===== src/rtl/aibcr3aux_osc_pkg.sv =====
// rtl/aibcr3aux_osc_pkg.sv - shared types, default widths and tolerance compare for the aux osc trim calibrator
package aibcr3aux_osc_pkg;

  localparam int TRIM_W_DEF = 9;
  localparam int CNT_W_DEF  = 13;
  localparam int TOL_W      = 6;

  typedef enum logic [2:0] {
    ST_IDLE,
    ST_SETTLE,
    ST_MEAS,
    ST_EVAL,
    ST_DONE
  } cal_state_t;

  // |cnt - tgt| <= tol, evaluated one bit wider so the difference never wraps
  function automatic logic within_tol(input logic [CNT_W_DEF-1:0] cnt,
                                      input logic [CNT_W_DEF-1:0] tgt,
                                      input logic [TOL_W-1:0]     tol);
    logic signed [CNT_W_DEF:0] diff;
    logic        [CNT_W_DEF:0] mag;
    diff = $signed({1'b0, cnt}) - $signed({1'b0, tgt});
    mag  = diff[CNT_W_DEF] ? $unsigned(-diff) : $unsigned(diff);
    return mag <= {{(CNT_W_DEF + 1 - TOL_W){1'b0}}, tol};
  endfunction

endpackage


===== src/rtl/aibcr3aux_osc_trimcal_tmr.sv =====
// rtl/aibcr3aux_osc_trimcal_tmr.sv - loadable down-counter shared by settle and measurement timeout
module aibcr3aux_osc_trimcal_tmr #(
  parameter int W = 11
) (
  input  logic         clk,
  input  logic         rst,
  input  logic         load,
  input  logic [W-1:0] load_val,
  output logic         expired
);

  logic [W-1:0] cnt;

  always_ff @(posedge clk) begin
    if (rst) begin
      cnt <= '0;
    end else if (load) begin
      cnt <= load_val;
    end else if (cnt != '0) begin
      cnt <= cnt - 1'b1;
    end
  end

  assign expired = (cnt == '0);

endmodule


===== src/rtl/aibcr3aux_osc_trimcal.sv =====
// rtl/aibcr3aux_osc_trimcal.sv - SAR trim calibration of the aux oscillator against a target count
module aibcr3aux_osc_trimcal
  import aibcr3aux_osc_pkg::*;
#(
  parameter int TRIM_W      = TRIM_W_DEF,
  parameter int CNT_W       = CNT_W_DEF,
  parameter int SETTLE_CYC  = 64,
  parameter int TIMEOUT_CYC = 1024
) (
  input  logic              iclk,
  input  logic              irst,
  input  logic              ical_start,
  input  logic              ibypass,
  input  logic [TRIM_W-1:0] ifuse_trim,
  input  logic [CNT_W-1:0]  itarget,
  input  logic [TOL_W-1:0]  itol,
  output logic              ocnt_req,
  input  logic              icnt_done,
  input  logic [CNT_W-1:0]  icnt_val,
  output logic [TRIM_W-1:0] otrim,
  output logic              obusy,
  output logic              ocal_done,
  output logic              ocal_fail,
  output logic [CNT_W-1:0]  ocal_cnt
);

  localparam int TMR_MAX = (SETTLE_CYC > TIMEOUT_CYC) ? SETTLE_CYC : TIMEOUT_CYC;
  localparam int TMR_W   = $clog2(TMR_MAX + 1);
  localparam int IDX_W   = $clog2(TRIM_W);

  cal_state_t         state;
  logic [IDX_W-1:0]   bit_idx;
  logic               final_pass;
  logic               cal_ok;
  logic               tmr_load;
  logic [TMR_W-1:0]   tmr_val;
  logic               tmr_expired;

  // IDLE and EVAL preload the settle time; settle expiry reloads for the measurement timeout
  assign tmr_load = (state == ST_IDLE) || (state == ST_EVAL) ||
                    ((state == ST_SETTLE) && tmr_expired);
  assign tmr_val  = (state == ST_SETTLE) ? TMR_W'(TIMEOUT_CYC - 1) : TMR_W'(SETTLE_CYC - 1);

  aibcr3aux_osc_trimcal_tmr #(.W(TMR_W)) u_tmr (
    .clk      (iclk),
    .rst      (irst),
    .load     (tmr_load),
    .load_val (tmr_val),
    .expired  (tmr_expired)
  );

  always_ff @(posedge iclk) begin
    if (irst) begin
      state      <= ST_IDLE;
      otrim      <= '0;
      ocnt_req   <= 1'b0;
      obusy      <= 1'b0;
      ocal_done  <= 1'b0;
      ocal_fail  <= 1'b0;
      ocal_cnt   <= '0;
      bit_idx    <= '0;
      final_pass <= 1'b0;
      cal_ok     <= 1'b0;
    end else begin
      case (state)
        ST_IDLE: begin
          if (!cal_ok || ibypass) otrim <= ifuse_trim;
          if (ical_start) begin
            if (ibypass) begin
              ocal_done <= 1'b1;
              ocal_fail <= 1'b0;
            end else begin
              ocal_done  <= 1'b0;
              ocal_fail  <= 1'b0;
              cal_ok     <= 1'b0;
              otrim      <= TRIM_W'(1) << (TRIM_W - 1);
              bit_idx    <= IDX_W'(TRIM_W - 1);
              final_pass <= 1'b0;
              obusy      <= 1'b1;
              state      <= ST_SETTLE;
            end
          end
        end
        ST_SETTLE: begin
          if (tmr_expired) begin
            ocnt_req <= 1'b1;
            state    <= ST_MEAS;
          end
        end
        ST_MEAS: begin
          if (icnt_done) begin
            ocal_cnt <= icnt_val;
            ocnt_req <= 1'b0;
            state    <= ST_EVAL;
          end else if (tmr_expired) begin
            ocnt_req  <= 1'b0;
            ocal_fail <= 1'b1;
            ocal_done <= 1'b1;
            otrim     <= ifuse_trim;
            state     <= ST_DONE;
          end
        end
        ST_EVAL: begin
          if (within_tol(ocal_cnt, itarget, itol)) begin
            ocal_done <= 1'b1;
            cal_ok    <= 1'b1;
            state     <= ST_DONE;
          end else if (final_pass) begin
            ocal_done <= 1'b1;
            ocal_fail <= 1'b1;
            state     <= ST_DONE;
          end else begin
            // count too high means the trim bit under test overshoots
            if (ocal_cnt > itarget) otrim[bit_idx] <= 1'b0;
            if (bit_idx != '0) begin
              otrim[bit_idx - 1'b1] <= 1'b1;
              bit_idx               <= bit_idx - 1'b1;
            end else begin
              final_pass <= 1'b1;
            end
            state <= ST_SETTLE;
          end
        end
        ST_DONE: begin
          obusy <= 1'b0;
          state <= ST_IDLE;
        end
        default: state <= ST_IDLE;
      endcase
    end
  end

endmodule


===== config.mk =====
export PLATFORM = sky130hd
export DESIGN_NAME = aibcr3aux_osc_trimcal
export DESIGN_NICKNAME = d
export VERILOG_FILES = /design/src/rtl/aibcr3aux_osc_pkg.sv /design/src/rtl/aibcr3aux_osc_trimcal_tmr.sv /design/src/rtl/aibcr3aux_osc_trimcal.sv
export SDC_FILE = /design/constraint.sdc
export NUM_CORES = 1
export LEC_CHECK = 0
export CELL_PAD_IN_SITES_DETAIL_PLACEMENT = 1
export CELL_PAD_IN_SITES_GLOBAL_PLACEMENT = 1
export CORE_MARGIN = 2
export CORE_UTILIZATION = 41
export DETAILED_ROUTE_END_ITERATION = 16
export GPL_TIMING_DRIVEN = 0
export PLACE_DENSITY_LB_ADDON = 0.1
export SLEW_MARGIN = 20
export SYNTH_ARGS = -nofsm -noshare
export SYNTH_HDL_FRONTEND = slang
export SYNTH_HIERARCHICAL = 1
export SYNTH_SLANG_ARGS = --single-unit

===== constraint.sdc =====
create_clock -name iclk -period 12.2 [get_ports iclk]
set_input_delay 2.44 -clock iclk [delete_from_list [all_inputs] [get_ports iclk]]
set_output_delay 2.44 -clock iclk [all_outputs]
set_load 0.02 [all_outputs]

After elaboration in Yosys (flattened, before gate mapping):

Cells that the tools add are included.

* add/subtract/negate cells: 4
* $lt $le $gt $ge: 6
* equal/unequal tests: 16
* mux-type cells: 60
* bitwise gates (word level): 3
* reductions and logical operators: 26

Operator list (number)
* 9-bit two-way mux: 13
* 9-bit case mux with 3 select lines: 1
* 11-bit two-way mux: 2
* 3-bit two-way mux: 7
* 1-bit two-way mux: 20
* 4-bit two-way mux: 5
* 2-bit != test, second input constant: 8
* 14-bit by 6-bit less-or-equal comparator with 1-bit output: 1
* 14-bit two-way mux: 1
* 14-bit negation: 1
* 13-bit by 13-bit subtractor with 14-bit output: 1
* 13-bit greater-than comparator: 1
* 3-bit case mux with 4 select lines: 1
* 4-bit AND reduction: 3
* 6-bit AND reduction: 2
* 11-bit logical NOT: 1
* 11-bit nonzero test: 1
* 11-bit by 1-bit subtractor with 11-bit output, second input constant: 1
* 4-bit by 5-bit less-than comparator with 1-bit output, second input constant: 2
* 10-bit two-way mux: 1
* 5-bit AND reduction: 2
* 9-bit AND: 1
* 9-bit inverter: 1
* 9-bit OR: 1
* 21 further kinds: 37

* register bits after elaboration: 46
* output and inout port bits: 26
* logic and storage cells: 126

Longest topological paths before layout:

* depth after elaboration: 16
* mapped depth: 21

Hierarchy:

The synthesis kept the hierarchy.

By module, submodules not included
* aibcr3aux_osc_trimcal: times used 1, cells each 417, area each 3091.7 sq um
* aibcr3aux_osc_trimcal_tmr: times used 1, cells each 72, area each 626.9 sq um

Least setup slack after synthesis:

OpenSTA, ideal clock, no wires.

* kind: in2reg
* start: in itarget[1]
* end: reg bit_idx[2]
* setup time: 0.103 ns
* data arrival time: 5.671 ns
* data required time: 12.097 ns
* setup slack: 6.425 ns
* stages: 19
* path through: inv_1 ha_1 nor2b_1 o31a_2 o21ai_1 a211o_1 nand2_1 o21ai_0 ha_1 nor2b_1 o21a_1 o21a_1 o21ai_0 a21oi_1 a21oi_1 nand4_2 o21a_4 and3_4 a2111oi_2

* longest elaborated chain between the ends: 6

RTL lines
* start, declared: line aibcr3aux_osc_trimcal.sv:15 `input logic [CNT_W-1:0] itarget,`
* 13-bit by 13-bit subtractor with 14-bit output *: line aibcr3aux_osc_pkg.sv:22 `diff = $signed({1'b0, cnt}) - $signed({1'b0, tgt});`
* 14-bit negation: line aibcr3aux_osc_pkg.sv:23 `mag = diff[CNT_W_DEF] ? $unsigned(-diff) : $unsigned(diff);`
* 14-bit two-way mux *: line aibcr3aux_osc_pkg.sv:23
* 14-bit by 6-bit less-or-equal comparator with 1-bit output *: line aibcr3aux_osc_pkg.sv:24 `return mag <= {{(CNT_W_DEF + 1 - TOL_W){1'b0}}, tol};`
* 2-bit != test (no line) *
* 6-bit AND reduction (no line) *
* end signal, assigned: line aibcr3aux_osc_trimcal.sv:77 `bit_idx <= IDX_W'(TRIM_W - 1);`
* end signal, assigned: line aibcr3aux_osc_trimcal.sv:117 `bit_idx <= bit_idx - 1'b1;`
* end, declared: line aibcr3aux_osc_trimcal.sv:32 `logic [IDX_W-1:0] bit_idx;`

Mark *: on every way between the ends. The rest lies on a longest branch, timed or not.
A chain may end at the register's enable or synchronous reset.

Final worst setup path:

* start: in itarget[7]
* end: reg bit_idx[2]

Same word-level chain as after synthesis.

==> flow_metrics.env <==
export IMPL_clock_sinks=46
export IMPL_coreArea_mm2=0.008763
export IMPL_power_density_mw_per_mm2=85.15
export IMPL_wl_per_cell_um=17.43
export IMPL_layout_setup_ws_ps=5714
export IMPL_die_area_mm2=0.009848
export IMPL_fin_nets=644
export IMPL_grt_pass1_wl_um=19800
export IMPL_synth_edf_count=0
export IMPL_core_rowCount=34
export IMPL_start_util_pct=42.43
export IMPL_gp_congestion=0.8442
export IMPL_period_share_pct=53.17
export IMPL_critical_path_arrival_ps=6700
export IMPL_drt_iter0_drc=102
export IMPL_min_path_type="reg2reg"
export IMPL_crit_fanout=10
export IMPL_clock_skew_ps=10.25
export IMPL_worstPathRequired_ps=12410
export IMPL_cts_resized=0
export IMPL_start_kind="input port"
export IMPL_ys_ff_latch=46
export IMPL_htree_num_levels=2
export IMPL_worstHoldStart="ocal_cnt[6]"
export IMPL_post_cts_buffers=0
export IMPL_max_freq_mhz=154.2
export IMPL_synth_area_mm2=0.003719
export IMPL_hold_depth=2
export IMPL_crit_path_top_delay_cell="clkdlybuf4s50_1"
export IMPL_setup_violations=0
export IMPL_worstSetupPathType="in2reg"
export IMPL_routed_wl_um=11870
export IMPL_status="finished clean"
export IMPL_antenna_cells=0
export IMPL_ys_flop_type="dfxtp_1"
export IMPL_postSynthCellCount=489
export IMPL_hold_buffers=0
export IMPL_dieHeight_um=99.24
export IMPL_layout_drive_gt1_share_pct=5.934
export IMPL_dr_max_layer_used="met4"
export IMPL_grt_antenna_before_repair=0
export IMPL_wl_met2_um=5847
export IMPL_cap_viol_max_count=0
export IMPL_rr_startpoint="ocal_cnt[4]"
export IMPL_pin_count=72
export IMPL_tritoncts="done"
export IMPL_clk_pin_slew_ps=110
export IMPL_drcViolationCount=0
export IMPL_avgSynthCellArea_um2=7.604
export IMPL_overflow=0
export IMPL_grtUsageTotal_pct=24.33
export IMPL_slowest_delay_ps=450
export IMPL_finalMaxSlewViolations=0
export IMPL_area_growth_pct=25.67
export IMPL_place_port_buffers=71
export IMPL_wl_met3_um=376
export IMPL_relSlewSlack_pct=25.37
export IMPL_rr_worst_depth=17
export IMPL_reg2reg_to="bit_idx[2]"
export IMPL_fin_tns_setup_ps=0
export IMPL_place_hpwl_um=9150
export IMPL_peakVddDrop_v=0.00006147
export IMPL_dp_slack_ps=5386
export IMPL_p_leak_nw=1.805
export IMPL_r2r_slack_ps=7960
export IMPL_hold_path_endpoint="ocal_cnt[6]"
export IMPL_cts_buffers=5
export IMPL_drt_met1_wl_um=5483
export IMPL_via_count=3999
export IMPL_async_flop_share_pct=0
export IMPL_ys_seq_area_share_pct=24.76
export IMPL_cp_cell_sequence="clkdlybuf4s50_1 > inv_1 > ha_1 > buf_2 > nand2_1 > o21ai_1 > nor3_1 > a211o_1 > o21ai_0 > ha_1 > nor2b_1 > o21a_1 > o21a_1 > o21ai_0 > a21oi_1 > a21oi_1 > nand4_2 > o21a_4 > and3_4 > a2111oi_2"
export IMPL_drt_first_pass_iters=4
export IMPL_fp_dieW_um=99.24
export IMPL_startpoint="itarget[7]"
export IMPL_cts_buffer_depth=2
export IMPL_avgViaCountPerCell=5.872
export IMPL_cts_root_buffer="clkbuf_8"
export IMPL_hold_violations=0
export IMPL_ys_types=75
export IMPL_clk_latency_ps=310
export IMPL_antenna_left=0
export IMPL_worstMarginPinSlew_ps=1109
export IMPL_grt_setup_unrepaired="false"
export IMPL_end_kind="flop"
export IMPL_grt_max_degree=16
export IMPL_yosysWarnings=6
export IMPL_grt_pass1_vias=4166
export IMPL_min_period_ps=6486
-- per-layer routing --
metal | GRT usage (%) | vias up
li1 | - | 1960
met2 | 43.19 | 83
met5 | 0 | -
met4 | 5.901 | 0
met1 | 31.42 | 1940
met3 | 2.881 | 16
-- worst max-delay path: cells and delay by family --
kind,cells,cell delay (ps)
simple gates,5,680
buf+inv,3,690
compound gates,10,2320
fa+ha+maj,2,550
-- through the flow --
stage | util [%] | std cells | instance area [µm²] | hold slack [ps] | power, mW
5_1_grt | 53.33 | 681 | 4673 | 518.7 | 0.4201
3_5_place_dp | 52.30 | 673 | 4583 | 482.1 | 0.2980
2_1_floorplan | - | 494 | 3737 | 470.0 | 0.2510
3_3_place_gp | 52.30 | 673 | 4583 | 462.0 | 0.2919
6_report | 53.33 | 681 | 4673 | 491.3 | 0.3979
4_1_cts | 53.33 | 681 | 4673 | 496.2 | 0.4001
-- flip-flops by register name, indices dropped and copies added (netlist names), named ones only --
signal / flops
obusy: 1
bit_idx: 4
ocal_cnt: 13
ocal_fail: 1
cal_ok: 1
ocal_done: 1
u_tmr/cnt: 11
final_pass: 1
ocnt_req: 1
otrim: 8
state: 3
-- cell usage in the layout, fill, tap and decap left out, types with 5 or more instances in the layout --
cell type,Yosys,layout
and2_1,6,6
a32o_1,8,8
o21a_1,5,5
a21oi_1,43,43
nand4_1,7,7
or4_1,6,6
clkbuf_1,15,15
or3_1,5,5
inv_1,36,36
clkdlybuf4s50_1,0,71
a211oi_1,9,9
o21ai_0,14,14
xnor2_1,14,14
nand2_1,56,56
conb_1,2,7
nor2_1,38,38
ha_1,25,25
and3_1,5,5
o211ai_1,6,6
nand3_1,20,20
dfxtp_1,46,46
nor2b_1,7,7
a21o_1,5,5
o21ai_1,6,6
nor3_1,14,14
nand2b_1,6,6
clkbuf_8,0,5
-- final cells by class --
type,instances,area [µm²]
Buffer,21,87.58
Tap cell,108,135.1
Sequential cell,46,920.9
Fill cell,1103,4090
Clock buffer,5,68.82
Clock inverter,3,21.27
Multi-Input combinational cell,390,2590
Timing Repair Buffer,71,710.7
Inverter,37,138.9
-- power breakdown --
group	internal, mW	switching [mW]
Clock	0.0405	0.0617
Sequential	0.159	0.00939
Combinational	0.0576	0.0697
-- logic make-up (layout without fill, tap and decap cells) --
logic type,Yosys count,in the layout,share of synthesized area (%)
AOI/OAI and AO/OA,151,151,29.38
xor gates and xnor gates,15,15,3.533
adders and majority gates,26,26,8.950
buffers and inverters,58,137,6.090
DFF,46,46,24.76
muxes,4,4,1.077
other,2,7,0.2020
and+or+nand+nor,187,187,26.01
-- worst max-delay path by stage --
stage | slack, ps | cells after the start | endpoint
3_3_place_gp | 5510 | 20 | bit_idx[2]
4_1_cts | 5710 | 19 | bit_idx[2]
6_report | 5710 | 20 | bit_idx[2]
3_5_place_dp | 5390 | 19 | bit_idx[2]
5_1_grt | 5400 | 21 | state[2]
2_1_floorplan | 6430 | 19 | bit_idx[2]
-- cell usage after synthesis (all sizes together) (3+ instances only) --
cell     count  area (µm²)
a22o         4       35.03
buf          6       31.28
xnor2       14       122.6
nand2       56       210.2
o21a         6       52.55
dfxtp       46       920.9
a21oi       45       232.7
a22oi        3       22.52
nor4         7       86.33
ha          25       312.8
a21o         5       37.54
clkbuf      15       56.30
o211ai       6       45.04
a211oi      13       117.6
nand4        8       56.30
o21ai       21       108.9
o41ai        3       26.28
nand3       20       100.1
nor2        38       142.6
a2111oi      4       41.29
and3         6       42.54
a32o         8       80.08
o31ai        5       42.54
nor3        14       70.07
mux2i        4       40.04
or3          5       31.28
nand2b       6       37.54
inv         36       135.1
and2         6       37.54
or4          6       45.04
nor2b        7       43.79
a211o        3       26.28
Power figures use the tool's default switching activity.
==> patch 1: new RTL, config.mk and constraints unchanged <==
Add an input register stage for `ifuse_trim`, with the module's reset; this delays it by one clock. The other inputs are not delayed to match.
--- a/src/rtl/aibcr3aux_osc_trimcal.sv
+++ b/src/rtl/aibcr3aux_osc_trimcal.sv
@@ -29,2 +29,12 @@
   localparam int IDX_W   = $clog2(TRIM_W);
+
+  logic [TRIM_W-1:0] ifuse_trim_q;
+
+  always_ff @(posedge iclk) begin
+    if (irst) begin
+      ifuse_trim_q <= '0;
+    end else begin
+      ifuse_trim_q <= ifuse_trim;
+    end
+  end
 
@@ -66,3 +76,3 @@
         ST_IDLE: begin
-          if (!cal_ok || ibypass) otrim <= ifuse_trim;
+          if (!cal_ok || ibypass) otrim <= ifuse_trim_q;
           if (ical_start) begin
@@ -98,3 +108,3 @@
             ocal_done <= 1'b1;
-            otrim     <= ifuse_trim;
+            otrim     <= ifuse_trim_q;
             state     <= ST_DONE;
Formal check against the unedited RTL: not equivalent (Yosys sat finds a counterexample within 4 cycles, from zero or initial values and one cycle with irst high).
==> patch 1 against the unedited design <==
Design area up 6.5%. Worst setup slack worse by 0.46 ns. Via count up 1.3%. Wire length up 0.92%. Highest routed layer unchanged. Core utilization down 1.5 points. Synthesized area up 7.5%. Sequential cell count up 9.
Power is not compared: it rests on default switching activity, and its combinational part moved more than twofold at a synthesized area within 25%.
==> patch 1: results <==
setup_path:
  cp.arrival_ns: 7.15
  crit_path_end: "otrim[7]"
  r2r_setup_slack_ns: 7.54
global_route:
  grt_pass1_wl_um: 19900
  grt_pass1_vias: 4158
  grt_use_met1_pct: 29.6
  use_met2_pct: 42.4
place:
  placed_area_um2: 4890
floorplanning:
  rows: 36
timing:
  whs_ns: 0.471
  worst_slack_ns: 5.26
route:
  vias_per_cell: 5.59
  route.met2.wl_um: 6100
layout:
  seq_cells: 55
  multi_input_cells: 395
  clock_area_share_pct: 1.68
  multi_input_area_um2: 2620
  sh_seq_area_pct: 22.1
  top_regs: "ocal_cnt: 13 flops, u_tmr/cnt: 11 flops, ifuse_trim_q: 9 flops"
  fin_nets: 663
  buffer_area_share_pct: 17.5
  n_all_inverters: 36
worst_hold_path:
  whs_endpoint: "otrim[2]"
synthesis:
  yosys-top-cells-area: "dfxtp_1 (28%), ha_1 (7.8%), nand2_1 (5.1%), a21oi_1 (4.8%), nor2_1 (3.9%)"
  yosysSeqAreaShare_pct: 27.6
status:
  status: "finished clean"
==> patch 1: logic make-up after synthesis <==
| group | Yosys count | share of synthesized area, % |
|---|---|---|
| AND/OR/NAND/NOR | 200 | 26.0 |
| AO/OA/AOI/OAI | 142 | 26.0 |
| buffers and inverters | 63 | 7.33 |
| flip-flops | 55 | 27.6 |
| adder cells (fa/ha/maj) | 26 | 8.33 |
| XOR/XNOR | 15 | 3.29 |
| multiplexers | 5 | 1.35 |
| other | 2 | 0.188 |
==> patch 1: worst max-delay path: stages <==
cell and delay, ns:
clkdlybuf4s50_1 0.47, inv_1 0.05, ha_1 0.26, clkbuf_1 0.26
nand2_1 0.09, o21ai_0 0.41, nand2b_1 0.13, nand3_1 0.27
mux2_2 0.37, ha_1 0.29, nor2b_1 0.13, o21a_1 0.15
o21ai_0 0.14, nand2b_1 0.08, a211oi_1 0.37, o2111ai_2 0.24
o31ai_4 0.53, a211oi_1 0.22, a22o_1 0.23
==> patch 2: new RTL, config.mk and constraints unchanged <==
Without the edit above. Set the package constant `TOL_W` to 4 (it was 6).
--- a/src/rtl/aibcr3aux_osc_pkg.sv
+++ b/src/rtl/aibcr3aux_osc_pkg.sv
@@ -5,3 +5,3 @@
   localparam int CNT_W_DEF  = 13;
-  localparam int TOL_W      = 6;
+  localparam int TOL_W      = 4;
 
Ports: changed (resized itol); port bits go from 72 to 70. The function was not compared with the original's and may differ.
==> patch 2 against the unedited design <==
Sequential cell count is the same. Total power down 1.6%. Core utilization down 0.27 points. Largest power group unchanged. Register-to-register slack lost 1.2 ns. Wire length shrank 1.6%. Highest routed layer unchanged. Synthesized area rose by 0.17%. Design area fell by 0.51%. First-iteration DRC count decreased by 8.8%. Worst setup slack lost 1.2 ns. Hold slack got worse by 0.0059 ns.
==> patch 2: results <==
status:
  status: "finished clean"
timing:
  finalCriticalPeriod_ns: 7.65
  clock_skew_ns: 0.00947
  relSlewSlack_pct: 37.1
  whs_ns: 0.485
layout:
  drive_gt1_share_pct: 6.43
  fin_nets: 644
  top_regs: "ocal_cnt: 13 flops, u_tmr/cnt: 11 flops, otrim: 8 flops"
  fillers: 1113
place:
  gp_congestion: 0.805
  placed_area_um2: 4570
  port_buffers: 69
  placedCellCount: 676
  place_hpwl_um: 9090
  place_ws_ns: 4.28
clocking:
  numCtsBuffers: 5
global_route:
  grt_pass1_vias: 4143
  track_usage_pct: 24.3
synthesis:
  yosys-top-cells-area: "dfxtp_1 (25%), ha_1 (8.1%), nand2_1 (7.2%), a21oi_1 (6.0%), o21ai_0 (3.4%)"
  synth_common_cells: "nand2_1 (71), dfxtp_1 (46), a21oi_1 (45)"
  yosysSeqAreaShare_pct: 24.7
  syn_inst: 494
  ys_types: 76
setup_path:
  regToRegEndpoint: "state[2]"
  cp_slowest_cell: "nor4_1"
  cp.arrival_ns: 7.86
  r2r_setup_slack_ns: 6.81
  reg2regPathDepth: 19
  worstReg2RegStart: "ocal_cnt[3]"
  crit_start: "itarget[4]"
  cpPeakStageDelay_ns: 0.81
route:
  wl_per_cell_um: 17.1
  vias_per_cell: 5.86
  drtIter0Drc: 93
  wl_um: 11700
pwr:
  seq_power_share_pct: 43.5
  p_int_uw: 256
  leakage_uw: 0.00179
  peakVddDrop_mv: 0.0504
  powerDensity_nw_per_um2: 84.2
worst_hold_path:
  whs_endpoint: "ocnt_req"
  hp-start: "ocnt_req"
## patch 2: final cells by class
type	count	area, um2	share of cell area, %
Buffer	25	109	2.34
Clock buffer	6	72.6	1.56
Clock inverter	1	7.51	0.161
Inverter	33	124	2.66
Multi-Input combinational cell	395	2590	55.7
Sequential cell	46	921	19.8
Tap cell	108	135	2.91
Timing Repair Buffer	69	691	14.9
## patch 2: kinds of logic (layout without fill, tap and decap cells)
family	after synthesis	count (layout)	synth area share, %
adders and majority gates	25	25	8.60
buffers and inverters	58	134	6.25
AOI/OAI and AO/OA	150	150	28.2
xor gates and xnor gates	15	15	4.13
other	2	7	0.202
and+or+nand+nor	194	194	26.8
muxes	4	4	1.18
DFF	46	46	24.7
## patch 2: metal layers
layer | vias up | global-route usage, % | part of all wire (%)
met1 | 1959 | 32.3 | 47
met2 | 66 | 42.2 | 49
met3 | 12 | 2.88 | 2.6
li1 | 1963 | - | -
met4 | 0 | 5.27 | 1.2
met5 | - | 0 | 0
